[config.mk]
export PLATFORM = sky130hd
export DESIGN_NAME = fft_frame_sequencer
export DESIGN_NICKNAME = d
export VERILOG_FILES = /design/src/rtl/fft_frame_sequencer_pkg.sv /design/src/rtl/fft_frame_sequencer_sample_hold_reg.sv /design/src/rtl/fft_frame_sequencer.sv
export SDC_FILE = /design/constraint.sdc
export NUM_CORES = 1
export LEC_CHECK = 0
export BUFFER_PORTS_ARGS = -buffer_cell sky130_fd_sc_hd__buf_2
export CELL_PAD_IN_SITES_DETAIL_PLACEMENT = 0
export CELL_PAD_IN_SITES_GLOBAL_PLACEMENT = 1
export CORE_MARGIN = 10
export CORE_UTILIZATION = 32
export DETAILED_ROUTE_END_ITERATION = 12
export PLACE_DENSITY = 0.87
export SLEW_MARGIN = 20
export SYNTH_ARGS = -nofsm -noshare
export SYNTH_HDL_FRONTEND = slang
export SYNTH_SLANG_ARGS = --single-unit
[constraint.sdc]
create_clock -name clk_in -period 2.01 [get_ports clk_in]
set_clock_uncertainty 0.2 [all_clocks]
set_input_delay 0 -clock clk_in [delete_from_list [all_inputs] [get_ports clk_in]]
set_output_delay 0 -clock clk_in [all_outputs]
set_load 0.05 [all_outputs]
[src/rtl/fft_frame_sequencer_pkg.sv]
// Shared types and defaults for the FFT frame sequencer: FSM state encoding,
// frame geometry and AXI-stream beat width.
`default_nettype none

package fft_pkg;

  localparam int          FFT_FRAME_LEN = 512;
  localparam int          FFT_IDX_W     = $clog2(FFT_FRAME_LEN);
  localparam int          AXI_BEAT_W    = 32;
  localparam logic [15:0] CFG_WORD_DEF  = 16'h0001;

  typedef enum logic [1:0] {
    IDLE        = 2'd0,
    CONFIG      = 2'd1,
    FILL        = 2'd2,
    WAIT_RESULT = 2'd3
  } state_e;

endpackage

`default_nettype wire

[src/rtl/fft_frame_sequencer_sample_hold_reg.sv]
// One-entry valid/ready holding register between the sample strobe and the
// FFT input stream, with a sticky overrun flag for samples that find it full.
`default_nettype none

module sample_hold_reg #(
  parameter int WIDTH = 8
) (
  input  logic             clk_i,
  input  logic             rst_i,
  input  logic             load_en_i,
  input  logic             valid_i,
  input  logic [WIDTH-1:0] data_i,
  input  logic             ready_i,
  output logic             valid_o,
  output logic [WIDTH-1:0] data_o,
  output logic             overrun_o
);

  logic             valid_q, valid_d;
  logic [WIDTH-1:0] data_q, data_d;
  logic             overrun_q, overrun_d;
  logic             drain;
  logic             take;

  always_comb begin
    drain     = valid_q & ready_i;
    take      = load_en_i & valid_i;
    valid_d   = valid_q;
    data_d    = data_q;
    overrun_d = overrun_q;
    if (drain) begin
      valid_d = 1'b0;
    end
    // A slot freed by this cycle's handshake can be refilled in the same cycle.
    if (take) begin
      if (!valid_q || drain) begin
        valid_d = 1'b1;
        data_d  = data_i;
      end else begin
        overrun_d = 1'b1;
      end
    end
  end

  always_ff @(posedge clk_i or posedge rst_i) begin
    if (rst_i) begin
      valid_q   <= 1'b0;
      data_q    <= '0;
      overrun_q <= 1'b0;
    end else begin
      valid_q   <= valid_d;
      data_q    <= data_d;
      overrun_q <= overrun_d;
    end
  end

  assign valid_o   = valid_q;
  assign data_o    = data_q;
  assign overrun_o = overrun_q;

endmodule

`default_nettype wire

[src/rtl/fft_frame_sequencer.sv]
// Configures the FFT core once per enable, frames decimated samples into
// AXI-stream beats and holds off each new frame until the FFT result drains.
`default_nettype none

module fft_frame_sequencer
  import fft_pkg::*;
#(
  parameter int                   FRAME_LEN    = FFT_FRAME_LEN,
  parameter int                   SAMPLE_WIDTH = 8,
  parameter int                   CFG_WIDTH    = 16,
  parameter logic [CFG_WIDTH-1:0] CFG_WORD     = CFG_WIDTH'(CFG_WORD_DEF)
) (
  input  logic                    clk_in,
  input  logic                    rst_in,
  input  logic                    enable_in,
  input  logic [SAMPLE_WIDTH-1:0] sample_in,
  input  logic                    sample_valid_in,
  output logic [CFG_WIDTH-1:0]    cfg_tdata_out,
  output logic                    cfg_tvalid_out,
  input  logic                    cfg_tready_in,
  output logic [AXI_BEAT_W-1:0]   data_tdata_out,
  output logic                    data_tvalid_out,
  output logic                    data_tlast_out,
  input  logic                    data_tready_in,
  input  logic                    result_last_in,
  input  logic                    result_hs_in,
  output logic                    busy_out,
  output logic                    overrun_out,
  output logic [15:0]             frame_count_out
);

  localparam int             IDX_W    = $clog2(FRAME_LEN);
  localparam logic [IDX_W-1:0] LAST_IDX = IDX_W'(FRAME_LEN - 1);

  state_e                  state_q, state_d;
  logic [IDX_W-1:0]        idx_q, idx_d;
  logic [15:0]             frame_cnt_q, frame_cnt_d;
  logic                    hold_valid;
  logic [SAMPLE_WIDTH-1:0] hold_data;
  logic                    hold_overrun;
  logic                    beat_hs;
  logic                    last_hs;
  logic                    load_en;

  assign beat_hs = hold_valid & data_tready_in;
  assign last_hs = beat_hs & (idx_q == LAST_IDX);
  // A sample coinciding with the final beat handshake belongs to the inter-frame gap.
  assign load_en = (state_q == FILL) & ~last_hs;

  sample_hold_reg #(
    .WIDTH (SAMPLE_WIDTH)
  ) u_hold (
    .clk_i     (clk_in),
    .rst_i     (rst_in),
    .load_en_i (load_en),
    .valid_i   (sample_valid_in),
    .data_i    (sample_in),
    .ready_i   (data_tready_in),
    .valid_o   (hold_valid),
    .data_o    (hold_data),
    .overrun_o (hold_overrun)
  );

  always_ff @(posedge clk_in or posedge rst_in) begin
    if (rst_in) begin
      state_q <= IDLE;
    end else begin
      state_q <= state_d;
    end
  end

  always_comb begin
    state_d = state_q;
    case (state_q)
      IDLE: begin
        if (enable_in) state_d = CONFIG;
      end
      CONFIG: begin
        if (cfg_tready_in) state_d = FILL;
      end
      FILL: begin
        if (last_hs) state_d = WAIT_RESULT;
      end
      WAIT_RESULT: begin
        if (result_hs_in && result_last_in) state_d = enable_in ? FILL : IDLE;
      end
      default: state_d = IDLE;
    endcase
  end

  always_comb begin
    busy_out       = (state_q != IDLE);
    cfg_tvalid_out = (state_q == CONFIG);
  end

  always_comb begin
    idx_d       = idx_q;
    frame_cnt_d = frame_cnt_q;
    if (beat_hs) begin
      idx_d = idx_q + 1'b1;
    end
    if (last_hs) begin
      frame_cnt_d = frame_cnt_q + 16'd1;
    end
  end

  always_ff @(posedge clk_in or posedge rst_in) begin
    if (rst_in) begin
      idx_q       <= '0;
      frame_cnt_q <= '0;
    end else begin
      idx_q       <= idx_d;
      frame_cnt_q <= frame_cnt_d;
    end
  end

  assign cfg_tdata_out   = CFG_WORD;
  assign data_tdata_out  = AXI_BEAT_W'(hold_data) << (AXI_BEAT_W - SAMPLE_WIDTH);
  assign data_tvalid_out = hold_valid;
  assign data_tlast_out  = hold_valid & (idx_q == LAST_IDX);
  assign overrun_out     = hold_overrun;
  assign frame_count_out = frame_cnt_q;

endmodule

`default_nettype wire

==> impl_metrics.ini, run 1 <==
[status]
run_status = finished clean

[clock_network]
clock-root-buffer = clkbuf_8
cts.path.max_buffers = 2
cts-htree-levels = 2
clock_insertion_delay_worst_skew_ns = 0.28
cts_tree = yes
clk_pin_slew_worst_paths_ns = 0.06
cts_made_buffers = 5
tritoncts_sink_count = 37

[global_route]
grt.total_usage = 0.08729
grt_max_degree = 38
first_pass_grt_wire_length_mm = 7.003
grt_antenna_before_repair = 0
first_global_vias = 1475
grt-ovfl-total = 0

[placement]
place.gp.congestion = 0.7523
port_buffers = 44
hpwlAfterDp_mm = 3.186

[finish]
fill_cell_instance_count_of_the_final_layout = 581
area.growth.synth_to_final_pct = 30.65
antennaDiodeCount = 0
layout_net_count = 266
drive_above_1_share = 0.3589

[yosys]
ys.warnings.count = 0
seq_area_frac_synth = 0.4774
netlist_instances = 171
synthFlopType = dfrtp_1
postSynthAreaPerCell_um2 = 11.34
count_of_distinct_cell_types_in_the_synthesized_netlist = 31
netlist_area_um2 = 1939
synth.top_cells.by_count = buf_4, dfrtp_1, xnor2_1, mux2_2, nand2_1
post_synth_main_area_contributors = dfrtp_1, buf_4, xnor2_1
synth_seq_cells = 37
synth_most_common_cell = buf_4
synth_largest_area_cell = dfrtp_1
yosys.area.top_type_share = 0.4774
postSynth.asyncResetShare = 1.000
synth_edf_count = 0

[worst_hold_path]
timing.hold.worst.class = in2reg

[detailed_routing]
post_drt_via_cell_ratio = 4.158
via_count = 1343
detailedRoute.firstPassIterationCount = 4
routed-wl-met2_mm = 2.000
routed_wire_length_per_instance_um = 13.38
ant_nets = 0
route.final.wire_length_mm = 4.322
top_signal_layer_used = met4
drt_iter0_drc = 48
route.detailed.drc = 0
routed-wl-met3_um = 388
route.layer.met1.wl_mm = 1.855

[worst_setup_path]
element_type_at_the_critical_path_end = flip-flop
criticalPathCategory = reg2reg
worstPathArrival_ns = 1.94
startpoint_type = flip-flop
crit_path_max_fanout = 8
worst-endpoint-required_ns = 1.97

[run]
maxCapViolCount = 0

[power]
finalPower_mw = 2.865
total_leakage_power_nw = 1.283
power.ir.vdd_worst_uv = 670.9
power_density_nw_per_um2 = 1131

[floorplan]
die_ht_um = 97.85
horizontal_extent_of_the_die_um = 97.85
initial_utilization = 0.3295
row_count = 28
placeableCoreArea_um2 = 5886
design.portCount = 85
die_area_um2 = 9575

[timing]
achievable_freq_mhz = 504.4
finalWorstPathRequiredPeriod_ns = 1.982
finalSetupTns_ns = 0
post_route_clock_period_utilization = 0.9863
final-max-slew-violation-count = 0
setup_viol_count_final = 0
finalHoldViolCount = 0
rsz0062_at_grt = yes
## cells by family after synthesis
| logic type | Yosys count | synth area share |
|---|---|---|
| AND/OR/NAND/NOR | 47 | 0.1549 |
| buffers and inverters | 42 | 0.1587 |
| flip-flops | 37 | 0.4774 |
| XOR/XNOR | 22 | 0.09935 |
| multiplexers | 11 | 0.06387 |
| AO/OA/AOI/OAI | 7 | 0.02258 |
| adder cells (fa/ha/maj) | 3 | 0.01936 |
| other | 2 | 0.003872 |
## what timing repair did
action                                 in CTS  in global routing
gates cloned                                0                  0
pin swaps                                   0                 11
gates resized for setup                     0                 17
endpoints found under the hold margin      50                  0
setup endpoints to repair                   6                 21
hold buffers                               17                  0
buffers inserted                            0                  2
## cells in the final DEF, fill, tap and decap left out, types with 2 or more instances in the layout
master,Yosys,routed
nor3_2,0,2
dfrtp_1,37,37
clkbuf_8,0,5
inv_1,2,2
nor2_1,5,4
and2_2,2,2
xor2_1,6,6
nand3_1,5,4
buf_2,0,44
conb_1,2,40
nand3_2,2,3
clkbuf_1,0,3
o21ai_0,4,4
mux2_4,0,8
nand4_1,7,7
nand2_1,11,10
buf_4,40,9
dlygate4sd3_1,0,17
mux2_2,11,3
xnor2_1,16,16
nor4_4,2,2
## flip-flops by register name, summed over array words and instances, names as in the netlist
name / count
frame_count_out: 16
idx_q: 9
state_q: 2
u_hold.data_o: 8
u_hold.overrun_o: 1
u_hold.valid_o: 1
## layer usage
metal	global-route usage	vias to the layer above
li1	-	643
met1	0.09431	641
met2	0.1376	55
met3	0.04510	4
met4	0.04362	0
met5	0	-
## final timing paths
| check | from | to | slack, ns | cells after the start |
|---|---|---|---|---|
| setup / recovery | idx_q[5]$_DFFE_PP0N_ | u_hold.data_o[0]$_DFFE_PP0P_ | 0.03 | 8 |
| hold / removal | data_tready_in | frame_count_out[12]$_DFFE_PP0P_ | 0.03 | 5 |
| setup reg to reg | idx_q[5]$_DFFE_PP0N_ | u_hold.data_o[0]$_DFFE_PP0P_ | 0.03 | 8 |
| hold reg to reg | idx_q[5]$_DFFE_PP0N_ | idx_q[5]$_DFFE_PP0N_ | 0.27 | 1 |
| max in group asynchronous | rst_in | state_q[0]$_DFFE_PP0P_ | 1.11 | 4 |
| min in group asynchronous | rst_in | frame_count_out[9]$_DFFE_PP0P_ | 0.17 | 4 |
## power by group
group          total (mW)  switching (mW)  internal [mW]  leakage [nW]
Combinational        1.31           0.846          0.463         0.766
Clock               0.484           0.238          0.246        0.0395
Sequential           1.07           0.156          0.916         0.477
## stage by stage
step | hold WS (ns) | cells | setup slack [ns] | util | instance area, um2
6_report | 0.02911 | 323 | 0.02762 | 0.4305 | 2534
4_1_cts | 0.004563 | 321 | -0.01481 | 0.4122 | 2426
3_3_place_gp | -0.06915 | 296 | 0.03568 | 0.3697 | 2176
3_5_place_dp | -0.06363 | 296 | -0.008694 | 0.3697 | 2176
5_1_grt | 0.03369 | 323 | -0.07868 | 0.4305 | 2534
2_1_floorplan | -0.04831 | 209 | 0.03163 | - | 2102
## critical path, stage by stage (launching register included)
cell      delay (ns)
dfrtp_1         0.38
and3_1          0.21
nand2_2         0.10
nor2_4          0.04
ha_4            0.17
nand2b_4        0.15
a21oi_4         0.16
buf_12          0.15
mux2_4          0.30
## final cells by class
cell class	instances	area, um2	share of cell area
multi-input combinational	130	948.4	0.3743
sequential	37	925.9	0.3654
timing repair buffer	71	478.0	0.1886
tap	75	93.84	0.03704
clock buffer	8	80.08	0.03160
inverter	2	7.507	0.002963
(Power assumes the default switching activity.)
==> run 2: changes to the inputs <==
Settings changed: RECOVER_POWER from default to 100.
==> run 2 against run 1 <==
  * Design area is 1.4% lower
  * Global-route usage stayed put
  * Register-to-register slack hardly changed
  * Highest routed layer unchanged
==> impl_metrics.ini, run 2 (synthesized netlist as in run 1, its figures left out) <==
[status]
run_status = finished clean

[worst_setup_path]
worst_path_buf_inv = 1
crit_chain = and3_1, nand2_2, nor2_4, ha_4, nand2b_4, a21oi_4, buf_12, mux2_4
startpoint_type = flip-flop
r2r_slack_ns = 0.03
worst_r2r_path_depth = 8
max_stage_delay_ns = 0.38
worstPathArrival_ns = 1.94
worst-endpoint-required_ns = 1.97
worstReg2RegEnd = u_hold.data_o[0]$_DFFE_PP0P_
element_type_at_the_critical_path_end = flip-flop
criticalPathCategory = reg2reg
crit_path_max_fanout = 8
r2r_start = idx_q[5]$_DFFE_PP0N_
cpLargestDelayFamily = simple AND/OR/NAND/NOR gates
critical_path.slowest_cell = dfrtp_1

[timing]
finalSetupTns_ns = 0
finalWorstPathRequiredPeriod_ns = 1.981
rsz0062_at_grt = yes
worst_hold_slack_across_all_endpoints_ns = 0.03032
worst-slew-pin-transition_ns = 0.9034
finalHoldViolCount = 0
setup_viol_count_final = 0
final-max-slew-violation-count = 0
relSlewSlack = 0.3978
post_route_clock_period_utilization = 0.9856
achievable_freq_mhz = 504.8

[placement]
hpwlAfterDp_mm = 3.186
dp_cells = 296
place.gp.congestion = 0.7523
port_buffers = 44

[worst_hold_path]
hold_end = frame_count_out[12]$_DFFE_PP0P_
min_delay_path_depth = 5
timing.hold.worst.class = in2reg
startpoint_of_the_worst_hold_path = data_tready_in

[clock_network]
cts.path.max_buffers = 2
tritoncts_sink_count = 37
cts-htree-levels = 2
clock_insertion_delay_worst_skew_ns = 0.28
cts_tree = yes
cts_made_buffers = 5
clock-root-buffer = clkbuf_8
clk_pin_slew_worst_paths_ns = 0.06

[global_route]
first_pass_grt_wire_length_mm = 7.003
grt_max_degree = 38
grt_antenna_before_repair = 0
grt-ovfl-total = 0
grt.total_usage = 0.08729
first_global_vias = 1475

[detailed_routing]
post_drt_via_cell_ratio = 4.149
drt_iter0_drc = 57
ant_nets = 0
via_count = 1340
route.detailed.drc = 0
route.final.wire_length_mm = 4.340
routed_wire_length_per_instance_um = 13.44
detailedRoute.firstPassIterationCount = 4

[power]
total_leakage_power_nw = 1.184
power.ir.vdd_worst_uv = 626.1
seq_power_share = 0.379
power.net_switching_mw = 1.244
combPwrFrac = 0.450
power_density_nw_per_um2 = 1136
p_clk_frac = 0.170
cellInternalPower_mw = 1.592
switching_share = 0.4386

[finish]
largest_register_ff_count = 16
antennaDiodeCount = 0
layout.area.seq_um2 = 925.9
fill_cell_instance_count_of_the_final_layout = 586
multi_input_comb_area_um2 = 948.4
drive_above_1_share = 0.2500
layout_net_count = 266
fin_cells = 323
most_common_cell_after_layout_fill_and_taps_aside = conb_1
post-route-util = 0.4243
area.growth.synth_to_final_pct = 28.77
layout.cells.most_common_list = conb_1, dfrtp_1, clkbuf_1

[floorplan]
die_area_um2 = 9575
horizontal_extent_of_the_die_um = 97.85
row_count = 28
design.portCount = 85
placeableCoreArea_um2 = 5886
die_ht_um = 97.85
initial_utilization = 0.3295

[run]
maxCapViolCount = 0
run 2: cell count changes in the layout (fill, tap and decap cells not counted), sizes merged:
cell    previous run  this run
clkbuf             8        36
buf               54        26
run 2: per-stage QoR:
stage          total power [mW]  setup slack [ns]  area (um2)
2_1_floorplan             1.994           0.03163        2102
3_3_place_gp              2.195           0.03568        2176
3_5_place_dp              2.222         -0.008694        2176
4_1_cts                   2.768          -0.01481        2426
5_1_grt                   3.001          -0.07868        2497
6_report                  2.837           0.02885        2497
run 2: layer usage:
| layer | wire length (um) | global-route usage |
|---|---|---|
| met1 | 1898 | 0.09431 |
| met2 | 1990 | 0.1376 |
| met3 | 373 | 0.04510 |
| met4 | 78 | 0.04362 |
| met5 | 0 | 0 |
run 2: what timing repair did:
item                                    CTS  global route
resized for setup                         0            17
gates cloned                              0             0
pin swaps                                 0            11
endpoints found under the setup margin    6            21
endpoints found under the hold margin    50             0
hold buffers                             17             0
buffers inserted                          0             2
run 2: layout make-up:
class,instances,area share
multi-input combinational,130,0.3798
sequential,37,0.3707
timing repair buffer,71,0.1769
tap,75,0.03758
clock buffer,8,0.03206
inverter,2,0.003006
run 2: worst max path at each step:
stage	end	slack [ns]	startpoint	depth (start not counted)
6_report	u_hold.data_o[0]$_DFFE_PP0P_	0.03	idx_q[5]$_DFFE_PP0N_	8
3_3_place_gp	frame_count_out[8]$_DFFE_PP0P_	0.04	idx_q[1]$_DFFE_PP0N_	8
2_1_floorplan	frame_count_out[9]$_DFFE_PP0P_	0.03	idx_q[0]$_DFFE_PP0N_	8
4_1_cts	u_hold.data_o[6]$_DFFE_PP0P_	-0.01	idx_q[5]$_DFFE_PP0N_	7
5_1_grt	frame_count_out[14]$_DFFE_PP0P_	-0.08	idx_q[1]$_DFFE_PP0N_	8
3_5_place_dp	u_hold.data_o[7]$_DFFE_PP0P_	-0.009	idx_q[5]$_DFFE_PP0N_	7
run 2: power by group through the flow:
stage                     Combinational, mW  Clock (mW)  Sequential [mW]
after floorplan                       0.575           0             1.42
after global placement                 1.13           0             1.07
after detailed placement               1.15           0             1.08
after CTS                              1.20       0.503             1.06
after global routing                   1.36       0.539             1.10
final                                  1.28       0.483             1.08
run 2: worst min-delay path, delay by kind of cell:
kind / cells / cell delay, ns
xor+xnor: 1 / 0.06
simple gates: 3 / 0.25
buf+inv: 1 / 0.16
==> run 3: changes to the inputs <==
Settings changed: CORE_UTILIZATION 32 to 35, PLACE_DENSITY 0.87 to 0.77.
Clock period 2.01 ns to 1.95 ns, I/O delays scaled along.
==> run 3 against run 2 <==
  * The flow now finishes with violations (negative setup slack)
  * Worst setup slack worse by 0.036 ns
  * Utilization grew 4.7 points
  * Clock-buffer cell count fell by 1
  * Via count increased by 2.6%
  * Critical path type unchanged
  * Clock power increased by 19%
  * Non-clock buffer count is 4 higher
  * Largest cell class unchanged
==> impl_metrics.ini, run 3 (synthesized netlist as in run 1, its figures left out) <==
[floorplan]
die_ht_um = 94.44
horizontal_extent_of_the_die_um = 94.44
row_count = 27
placeableCoreArea_um2 = 5439
design.portCount = 85
die_area_um2 = 8919
initial_utilization = 0.3566

[power]
power_density_nw_per_um2 = 1178
total_leakage_power_nw = 1.262
power.ir.vdd_worst_uv = 622.5

[detailed_routing]
detailedRoute.firstPassIterationCount = 4
routed_wire_length_per_instance_um = 13.29
route.detailed.drc = 0
ant_nets = 0
route.final.wire_length_mm = 4.305
drt_iter0_drc = 30
post_drt_via_cell_ratio = 4.244
via_count = 1375

[timing]
relSlewSlack = 0.3871
finalWorstPathRequiredPeriod_ns = 1.957
post-route-worst-setup-slack_ns = -0.007213
worst-slew-pin-transition_ns = 0.9193
post_route_clock_period_utilization = 1.004
finalHoldViolCount = 0
final-max-slew-violation-count = 0
achievable_freq_mhz = 510.9
setup_viol_count_final = 8
rsz0062_at_grt = yes

[clock_network]
tritoncts_sink_count = 37
clock-root-buffer = clkbuf_8
clock_insertion_delay_worst_skew_ns = 0.29
clk_pin_slew_worst_paths_ns = 0.07
cts_made_buffers = 5
cts_tree = yes
cts.path.max_buffers = 2
cts-htree-levels = 2

[finish]
most_common_cell_after_layout_fill_and_taps_aside = conb_1
fill_cell_instance_count_of_the_final_layout = 511
drive_above_1_share = 0.3135
multi_input_comb_area_um2 = 960.9
antennaDiodeCount = 0
largest_register_ff_count = 16
layout.cells.most_common_list = conb_1, dfrtp_1, buf_2
fin_area_um2 = 2564
layout_net_count = 270
area.growth.synth_to_final_pct = 32.19
layout.area.seq_um2 = 925.9

[worst_hold_path]
timing.hold.worst.class = in2reg

[worst_setup_path]
element_type_at_the_critical_path_end = flip-flop
critical_path.slowest_cell = dfrtp_1
max_stage_delay_ns = 0.39
startpoint_type = flip-flop
worstPathArrival_ns = 1.92
worst-endpoint-required_ns = 1.91
crit_path_max_fanout = 8
crit_chain = ha_2, nand3_2, nor2_4, ha_4, nand2b_4, a21oi_4, buf_12, mux2_4
criticalPathCategory = reg2reg

[placement]
hpwlAfterDp_mm = 3.084
detailedPlace.worstSlack_ns = -0.06172
place.gp.congestion = 0.7752
port_buffers = 44
dpl_cell_area_um2 = 2185

[global_route]
grt-ovfl-total = 0
first_pass_grt_wire_length_mm = 6.865
grt.total_usage = 0.09402
grt_max_degree = 38
grt_antenna_before_repair = 0
first_global_vias = 1464

[status]
violations = negative setup slack
run_status = finished, violations left

[run]
maxCapViolCount = 0
-- run 3: cell types whose count changed in the layout (fill, tap and decap cells not counted), sizes merged --
cell / previous run / this run
buf: 26 / 38
clkinv: 0 / 1
clkbuf: 36 / 28
dlygate4sd3: 17 / 16
-- run 3: cell type report --
class                      count  share of cell area
clock buffer                   7             0.03758
tap                           72             0.03514
timing repair buffer          75              0.1864
multi-input combinational    130              0.3748
inverter                       2            0.002928
clock inverter                 1            0.001952
sequential                    37              0.3612
-- run 3: where the power goes --
group          leakage [nW]  internal (mW)  total [mW]  switching [mW]
clock                0.0542          0.319       0.577           0.258
sequential            0.477          0.944        1.09           0.146
combinational         0.731          0.463        1.35           0.889
total                  1.26           1.73        3.02            1.29
-- run 3: through the flow --
stage | hold slack [ns] | utilization | power (mW) | instances | TNS (ns)
global placement | -0.06280 | 0.4017 | 2.280 | 294 | -0.1717
floorplan | -0.04831 | - | 2.055 | 209 | -0.01387
finish | 0.01486 | 0.4714 | 3.019 | 324 | -0.03875
CTS | 0.02565 | 0.4626 | 3.040 | 320 | -0.2110
global route | 0.04135 | 0.4714 | 3.182 | 324 | -0.9517
detailed placement | -0.06150 | 0.4017 | 2.294 | 294 | -0.5065
-- run 3: what timing repair did --
action	in CTS	in global routing
endpoints found under the setup margin	13	21
hold endpoints to repair	50	0
resized for setup	11	8
gates cloned	0	0
pin swaps	5	6
buffers inserted	2	4
hold buffers	16	0
-- run 3: path summary, 6_finish.rpt --
check                                                 from                              end  slack [ns]  cells past startpoint
setup / recovery                      idx_q[1]$_DFFE_PP0N_     u_hold.data_o[3]$_DFFE_PP0P_      -0.007                      8
hold / removal                              data_tready_in  frame_count_out[12]$_DFFE_PP0P_        0.01                      5
setup reg to reg                      idx_q[1]$_DFFE_PP0N_     u_hold.data_o[3]$_DFFE_PP0P_      -0.007                      8
hold reg to reg            frame_count_out[15]$_DFFE_PP0P_  frame_count_out[15]$_DFFE_PP0P_        0.27                      1
max in group asynchronous                           rst_in     u_hold.data_o[3]$_DFFE_PP0P_        0.64                      4
min in group asynchronous                           rst_in   frame_count_out[9]$_DFFE_PP0P_        0.34                      4
-- run 3: worst max-delay path, delay by kind of cell (launching register included) --
family	cells	cell delay (ns)
AOI/OAI and AO/OA	1	0.16
adders and majority gates	2	0.37
buffers and inverters	1	0.15
DFF	1	0.39
muxes	1	0.30
and+or+nand+nor	3	0.27
-- run 3: metal layers --
metal / track usage / part of all wire
met4: 0.03038 / 0.013
met1: 0.1115 / 0.43
met3: 0.04441 / 0.10
met5: 0 / 0
met2: 0.1470 / 0.45
